--- src/rtl/stat_bench_pkg.sv ---
// Shared types and constants for the Stat_* benchmark harness: FSM states,
// default MISR polynomial/seed, and the one-step MISR update used by stimulus generators.
package stat_bench_pkg;

    typedef enum logic [1:0] {
        IDLE    = 2'd0,
        CAPTURE = 2'd1,
        COMPARE = 2'd2,
        DONE    = 2'd3
    } state_t;

    localparam logic [31:0] DEF_POLY = 32'h04C11DB7;
    localparam logic [31:0] DEF_SEED = 32'hFFFFFFFF;

    function automatic logic [31:0] misr_next(input logic [31:0] sig,
                                              input logic [31:0] din,
                                              input logic [31:0] poly);
        return {sig[30:0], 1'b0} ^ (sig[31] ? poly : 32'h0) ^ din;
    endfunction

endpackage

--- src/rtl/stat_misr.sv ---
// Multiple-input signature register: shifts left with polynomial feedback from the
// MSB and folds in one response word per enabled cycle; load restores the seed.
module stat_misr import stat_bench_pkg::*; #(
    parameter int               WIDTH = 32,
    parameter logic [WIDTH-1:0] POLY  = DEF_POLY,
    parameter logic [WIDTH-1:0] SEED  = DEF_SEED
) (
    input  logic             clk,
    input  logic             rst,
    input  logic             load,
    input  logic             en,
    input  logic [WIDTH-1:0] din,
    output logic [WIDTH-1:0] sig
);

    always_ff @(posedge clk) begin
        if (rst || load) begin
            sig <= SEED;
        end else if (en) begin
            sig <= {sig[WIDTH-2:0], 1'b0} ^ (sig[WIDTH-1] ? POLY : '0) ^ din;
        end
    end

endmodule

--- src/rtl/stat_response_compactor.sv ---
// Reader side of the benchmark harness: compacts response words into a MISR signature,
// counts patterns and CHANGED flags, and compares the final signature against a golden value.
module stat_response_compactor import stat_bench_pkg::*; #(
    parameter int               WIDTH = 32,
    parameter int               CNT_W = 16,
    parameter logic [WIDTH-1:0] POLY  = DEF_POLY,
    parameter logic [WIDTH-1:0] SEED  = DEF_SEED
) (
    input  logic             clk,
    input  logic             rst,
    input  logic             start,
    input  logic [CNT_W-1:0] num_patterns,
    input  logic [WIDTH-1:0] golden,
    input  logic             resp_valid,
    input  logic [WIDTH-1:0] resp_data,
    output logic             resp_ready,
    output logic             busy,
    output logic             done,
    output logic             pass,
    output logic [WIDTH-1:0] signature,
    output logic [CNT_W-1:0] pat_count,
    output logic [CNT_W-1:0] changed_count
);

    state_t           state;
    logic [CNT_W-1:0] num_q;
    logic [WIDTH-1:0] golden_q;
    logic             start_ok;
    logic             xfer;

    assign start_ok = start && (state == IDLE);
    assign xfer     = resp_valid && resp_ready;

    stat_misr #(
        .WIDTH (WIDTH),
        .POLY  (POLY),
        .SEED  (SEED)
    ) u_misr (
        .clk  (clk),
        .rst  (rst),
        .load (start_ok),
        .en   (xfer),
        .din  (resp_data),
        .sig  (signature)
    );

    // resp_ready/busy/done are registered alongside the state so they never depend on resp_valid.
    always_ff @(posedge clk) begin
        if (rst) begin
            state         <= IDLE;
            resp_ready    <= 1'b0;
            busy          <= 1'b0;
            done          <= 1'b0;
            pass          <= 1'b0;
            pat_count     <= '0;
            changed_count <= '0;
            num_q         <= '0;
            golden_q      <= '0;
        end else begin
            done <= 1'b0;
            case (state)
                IDLE: begin
                    if (start) begin
                        num_q         <= num_patterns;
                        golden_q      <= golden;
                        pat_count     <= '0;
                        changed_count <= '0;
                        pass          <= 1'b0;
                        busy          <= 1'b1;
                        if (num_patterns == '0) begin
                            state      <= COMPARE;
                            resp_ready <= 1'b0;
                        end else begin
                            state      <= CAPTURE;
                            resp_ready <= 1'b1;
                        end
                    end
                end
                CAPTURE: begin
                    if (xfer) begin
                        pat_count <= pat_count + CNT_W'(1);
                        if (resp_data[0]) begin
                            changed_count <= changed_count + CNT_W'(1);
                        end
                        if (pat_count + CNT_W'(1) == num_q) begin
                            state      <= COMPARE;
                            resp_ready <= 1'b0;
                        end
                    end
                end
                COMPARE: begin
                    pass  <= (signature == golden_q);
                    done  <= 1'b1;
                    busy  <= 1'b0;
                    state <= DONE;
                end
                DONE: begin
                    state <= IDLE;
                end
                default: begin
                    state      <= IDLE;
                    resp_ready <= 1'b0;
                    busy       <= 1'b0;
                end
            endcase
        end
    end

endmodule

--- config.mk ---
export PLATFORM = sky130hd
export DESIGN_NAME = stat_response_compactor
export DESIGN_NICKNAME = d
export VERILOG_FILES = /design/src/rtl/stat_bench_pkg.sv /design/src/rtl/stat_misr.sv /design/src/rtl/stat_response_compactor.sv
export SDC_FILE = /design/constraint.sdc
export NUM_CORES = 1
export LEC_CHECK = 0
export ABC_AREA = 1
export BUFFER_PORTS_ARGS = -buffer_cell sky130_fd_sc_hd__buf_4
export CORE_ASPECT_RATIO = 1.5
export CORE_MARGIN = 2
export CORE_UTILIZATION = 54
export DETAILED_ROUTE_END_ITERATION = 6
export GPL_TIMING_DRIVEN = 0
export HOLD_SLACK_MARGIN = 0.02
export PLACE_DENSITY_LB_ADDON = 0.25
export SYNTH_ARGS = -nofsm -noshare
export SYNTH_HDL_FRONTEND = slang
export SYNTH_HIERARCHICAL = 1
export SYNTH_SLANG_ARGS = --single-unit
export TNS_END_PERCENT = 100
--- constraint.sdc ---
create_clock -name clk -period 2.53 [get_ports clk]
set_input_delay 0.1265 -clock clk [delete_from_list [all_inputs] [get_ports clk]]
set_output_delay 0.1265 -clock clk [all_outputs]
set_load 0.05 [all_outputs]
==> summary.md <==
| Metric | Value |
|---|---|
| Status | `complete, no violations` |
| Root buf cell | `clkbuf_16` |
| Sw Pwr | `between 2 and 3 mW` |
| Starting density of the core | `55.2%` |
| Final hold violations | `0` |
| Net Count, Synth | `1012` |
| Post-synthesis sequential area ratio | `roughly 37%` |
| Period utilization | `between 80% and 90%` |
| Die width | `92.4 um` |
| Gr ovfl total | `0` |
| # IOs | `between 150 and 200` |
| Multiplexer share of the synthesized area | `0%` |
| H-tree depth | `4` |
| Mean Syn Cell Area | `6.86 um^2` |
| Min-Delay Path Class | `in -> reg` |
| Simple-gate share of the synthesized area | `a little under a third` |
| Power per cell area | `between 800 and 900 mW/mm^2` |
| Largest net degree at the start of global routing | `17` |
| Complex-gate fraction of the synthesized area | `a little under a fifth` |
| R2R Setup Slk | `0.28 ns` |
| Clock share of power | `around 34%` |
| Worst Setup End Kind | `register` |
| Seq pwr share | `around a third` |
| CTS tree | `yes` |
| Number of flops mapped to enable cells by yosys | `0` |
| DR WL/cell | `14.8 um` |
| Total power | `around 7.3 mW` |
| Clk_skew | `0.0110 ns` |
| Leakage | `3.83 nW` |
| CP required | `between 2 and 3 ns` |
| Layout cells sized above 1 | `a little over a fifth` |
| Max cap viols | `0` |
| Mapped Area | `0.00633 mm^2` |
| Critical Path AT | `2.59 ns` |
| Gate count of the mapped netlist | `922` |
| ANT cells | `0` |
| Post-synthesis adder-cell area fraction | `1.19%` |
| Critical Path Source | `state[0]` |
| Area Overhead vs Synth | `39.8%` |
| Vias in the first global route | `approximately 6600` |
| GRT Overall Usage | `30.6%` |
| Yosys reg bits | `between 100 and 150` |
| Min Tclk post-route | `around 2.3 ns` |
| Max_slew headroom | `between 50% and 60%` |
| PortBufs | `roughly 150` |
| Die area | `approximately 0.013 mm^2` |
| XOR/XNOR share of the synthesized area | `around 3.3%` |
| Iter 0 DRT Violations | `between 300 and 400` |
| Worst Max-Slew Pin Slew | `0.607 ns` |
| Sw Share | `37.0%` |
| Layout Utilization | `between 70% and 80%` |
| Setup Fix Bufs, Post-CTS | `0` |
| Top fanout value on the critical path | `10` |
| Core area | `around 0.011 mm^2` |
| Maximum VDD drop | `between 0.5 and 0.6 mV` |
| Fmax | `444 MHz` |
| Crit Path Class | `reg -> reg` |
| Vias per cell | `5.36` |
| Yosys cell types | `40` |
| TNS Setup | `0 ns` |
| Detail Route Antenna Nets | `0` |
| Hold Startpoint | `golden[31]` |
| Hold WS | `0.0243 ns` |
| Layout Nets | `~1200` |
| Clock transition at path regs | `0.05 ns` |
| Post-DP HPWL | `about 14000 um` |
| Yosys warns | `6` |
| RSZ-0062 raised after global routing | `no` |
| Initial antenna violation count | `0` |
| FFs w/ async S/R, synth | `0%` |
| Combinational Power Share | `around a third` |
| Final WL | `about 19000 um` |
| Worst reg2reg path startpoint | `state[0]` |
| Crit path to | `pat_count[8]` |
| Int Power | `approximately 4.6 mW` |
| Worst Reg-to-Reg Cells | `12` |
| Layout fillers | `around 880` |
| Clock sinks | `about 120` |
| Crit start category | `register` |
| Main combinational cell family by area after synthesis | `simple AND/OR/NAND/NOR gates` |
| First-pass DRT Iterations | `5` |
| First-pass GRT wire length | `approximately 30000 um` |
| Synth Flop Type | `dfxtp_1` |
| Clock buffer depth | `2` |
| Via count | `7035` |
| # rows | `48` |
| GPL Wtd Cong | `0.860` |
| Slew Viols, Final | `0` |
| Final setup fails | `0` |
| Residual DRC count | `0` |
| Die Ht | `about 140 um` |
| Worst-Skew Late Latency | `0.42 ns` |
| CTS buffer count | `17` |
| R2R Path End | `pat_count[8]` |
[power by group through the flow]
stage / combinational, mW / sequential (mW) / clock [mW]
after floorplan: 1.29 / 2.75 / 0
after global placement: 2.24 / 2.47 / 0
after detailed placement: 2.27 / 2.48 / 0
after CTS: 2.37 / 2.44 / 2.51
after global routing: 2.61 / 2.49 / 2.60
final: 2.39 / 2.45 / 2.49
[sequential cells by signal (all words and copies together) (netlist names)]
| name | flops |
|---|---|
| done | 1 |
| u_misr/sig | 32 |
| state | 2 |
| pass | 1 |
| num_q | 16 |
| busy | 1 |
| changed_count | 16 |
| pat_count | 16 |
| resp_ready | 1 |
| golden_q | 32 |
[kinds of logic (layout without fill, tap and decap cells)]
kind of cell / count (synthesis) / count (layout)
adder cells (fa/ha/maj): 6 / 6
AND/OR/NAND/NOR: 441 / 441
AO/OA/AOI/OAI: 201 / 201
flip-flops: 118 / 118
XOR/XNOR: 22 / 22
buffers and inverters: 134 / 375
[worst max-delay path: stages (launching register included)]
cell and delay [ns]:
dfxtp_1 0.35, inv_1 0.08, ha_1 0.24, inv_1 0.13, nor2_1 0.07, inv_1 0.05, nand2_1 0.08, inv_1 0.13
nand2_1 0.06, inv_1 0.23, clkbuf_1 0.48, nand3_1 0.14, a21oi_1 0.15
[repair_timing]
item,CTS,global route
resized for setup,0,0
endpoints found under the hold margin,58,0
hold buffers,58,0
[layout by cell type, fill, tap and decap left out, types with 11 or more instances in the layout]
master	synthesis	final
a21oi_2	30	30
nor2_1	88	88
nand3_1	78	78
a21oi_1	80	80
clkbuf_16	0	17
inv_1	97	97
nand4_1	13	13
nand2_1	217	217
o21ai_0	68	68
dlygate4sd3_1	0	58
clkbuf_1	21	22
buf_4	1	152
dfxtp_1	118	118
xor2_1	11	11
[cell type report]
cell class / instances / area (um^2) / area share (%)
Buffer: 34 / 171 / 1.94
Clock buffer: 21 / 470 / 5.32
Clock inverter: 11 / 148 / 1.67
Inverter: 100 / 375 / 4.24
Multi-Input combinational cell: 670 / 3420 / 38.6
Sequential cell: 118 / 2360 / 26.7
Tap cell: 150 / 188 / 2.12
Timing Repair Buffer: 209 / 1710 / 19.4
[worst min path at each step]
| stage | cells past startpoint | endpoint | slack [ns] |
|---|---|---|---|
| after global routing | 3 | golden_q[21] | 0.04 |
| after detailed placement | 3 | u_misr/sig[15] | 0.34 |
| after global placement | 3 | u_misr/sig[15] | 0.34 |
| after CTS | 3 | golden_q[21] | 0.02 |
| after floorplan | 2 | u_misr/sig[0] | 0.24 |
| final | 3 | golden_q[31] | 0.02 |
[through the flow]
step	worst slack (ns)	cell area (um^2)	instances
2_1_floorplan	0.314	6330	922
3_3_place_gp	0.351	7650	1223
3_5_place_dp	0.305	7650	1223
4_1_cts	0.289	8850	1313
5_1_grt	0.0307	8850	1313
6_report	0.277	8850	1313
[cell usage after synthesis, types with 2 or more instances]
library cell	n	area share [%]
buf_2	8	0.63
nand2_2	4	0.40
xor2_1	11	1.5
xnor2_1	10	1.4
inv_1	97	5.8
o2111ai_1	3	0.42
ha_1	6	1.2
clkbuf_1	21	1.2
a21oi_1	80	6.3
a211oi_1	4	0.47
nor2_4	7	1.2
dfxtp_1	118	37
nand3_1	78	6.2
nand3_2	3	0.47
nor2_2	3	0.30
o22ai_1	2	0.20
nor2_1	88	5.2
nand3b_1	7	0.83
o21ai_0	68	5.4
inv_2	3	0.18
buf_6	4	0.71
nand4_1	13	1.3
or2_2	4	0.40
nor3_1	10	0.79
nand2_1	217	13
o21ai_1	7	0.55
a21oi_2	30	4.2
nor4_1	4	0.40
[layer usage]
metal / vias to the layer above / track usage (%) / part of all wire, %
met4: 0 / 16.9 / 4.2
met2: 255 / 56.4 / 53
met5: - / 0 / 0
met3: 67 / 6.11 / 5.0
li1: 3483 / - / -
met1: 3230 / 32.2 / 37
Power figures use the tool's default switching activity.
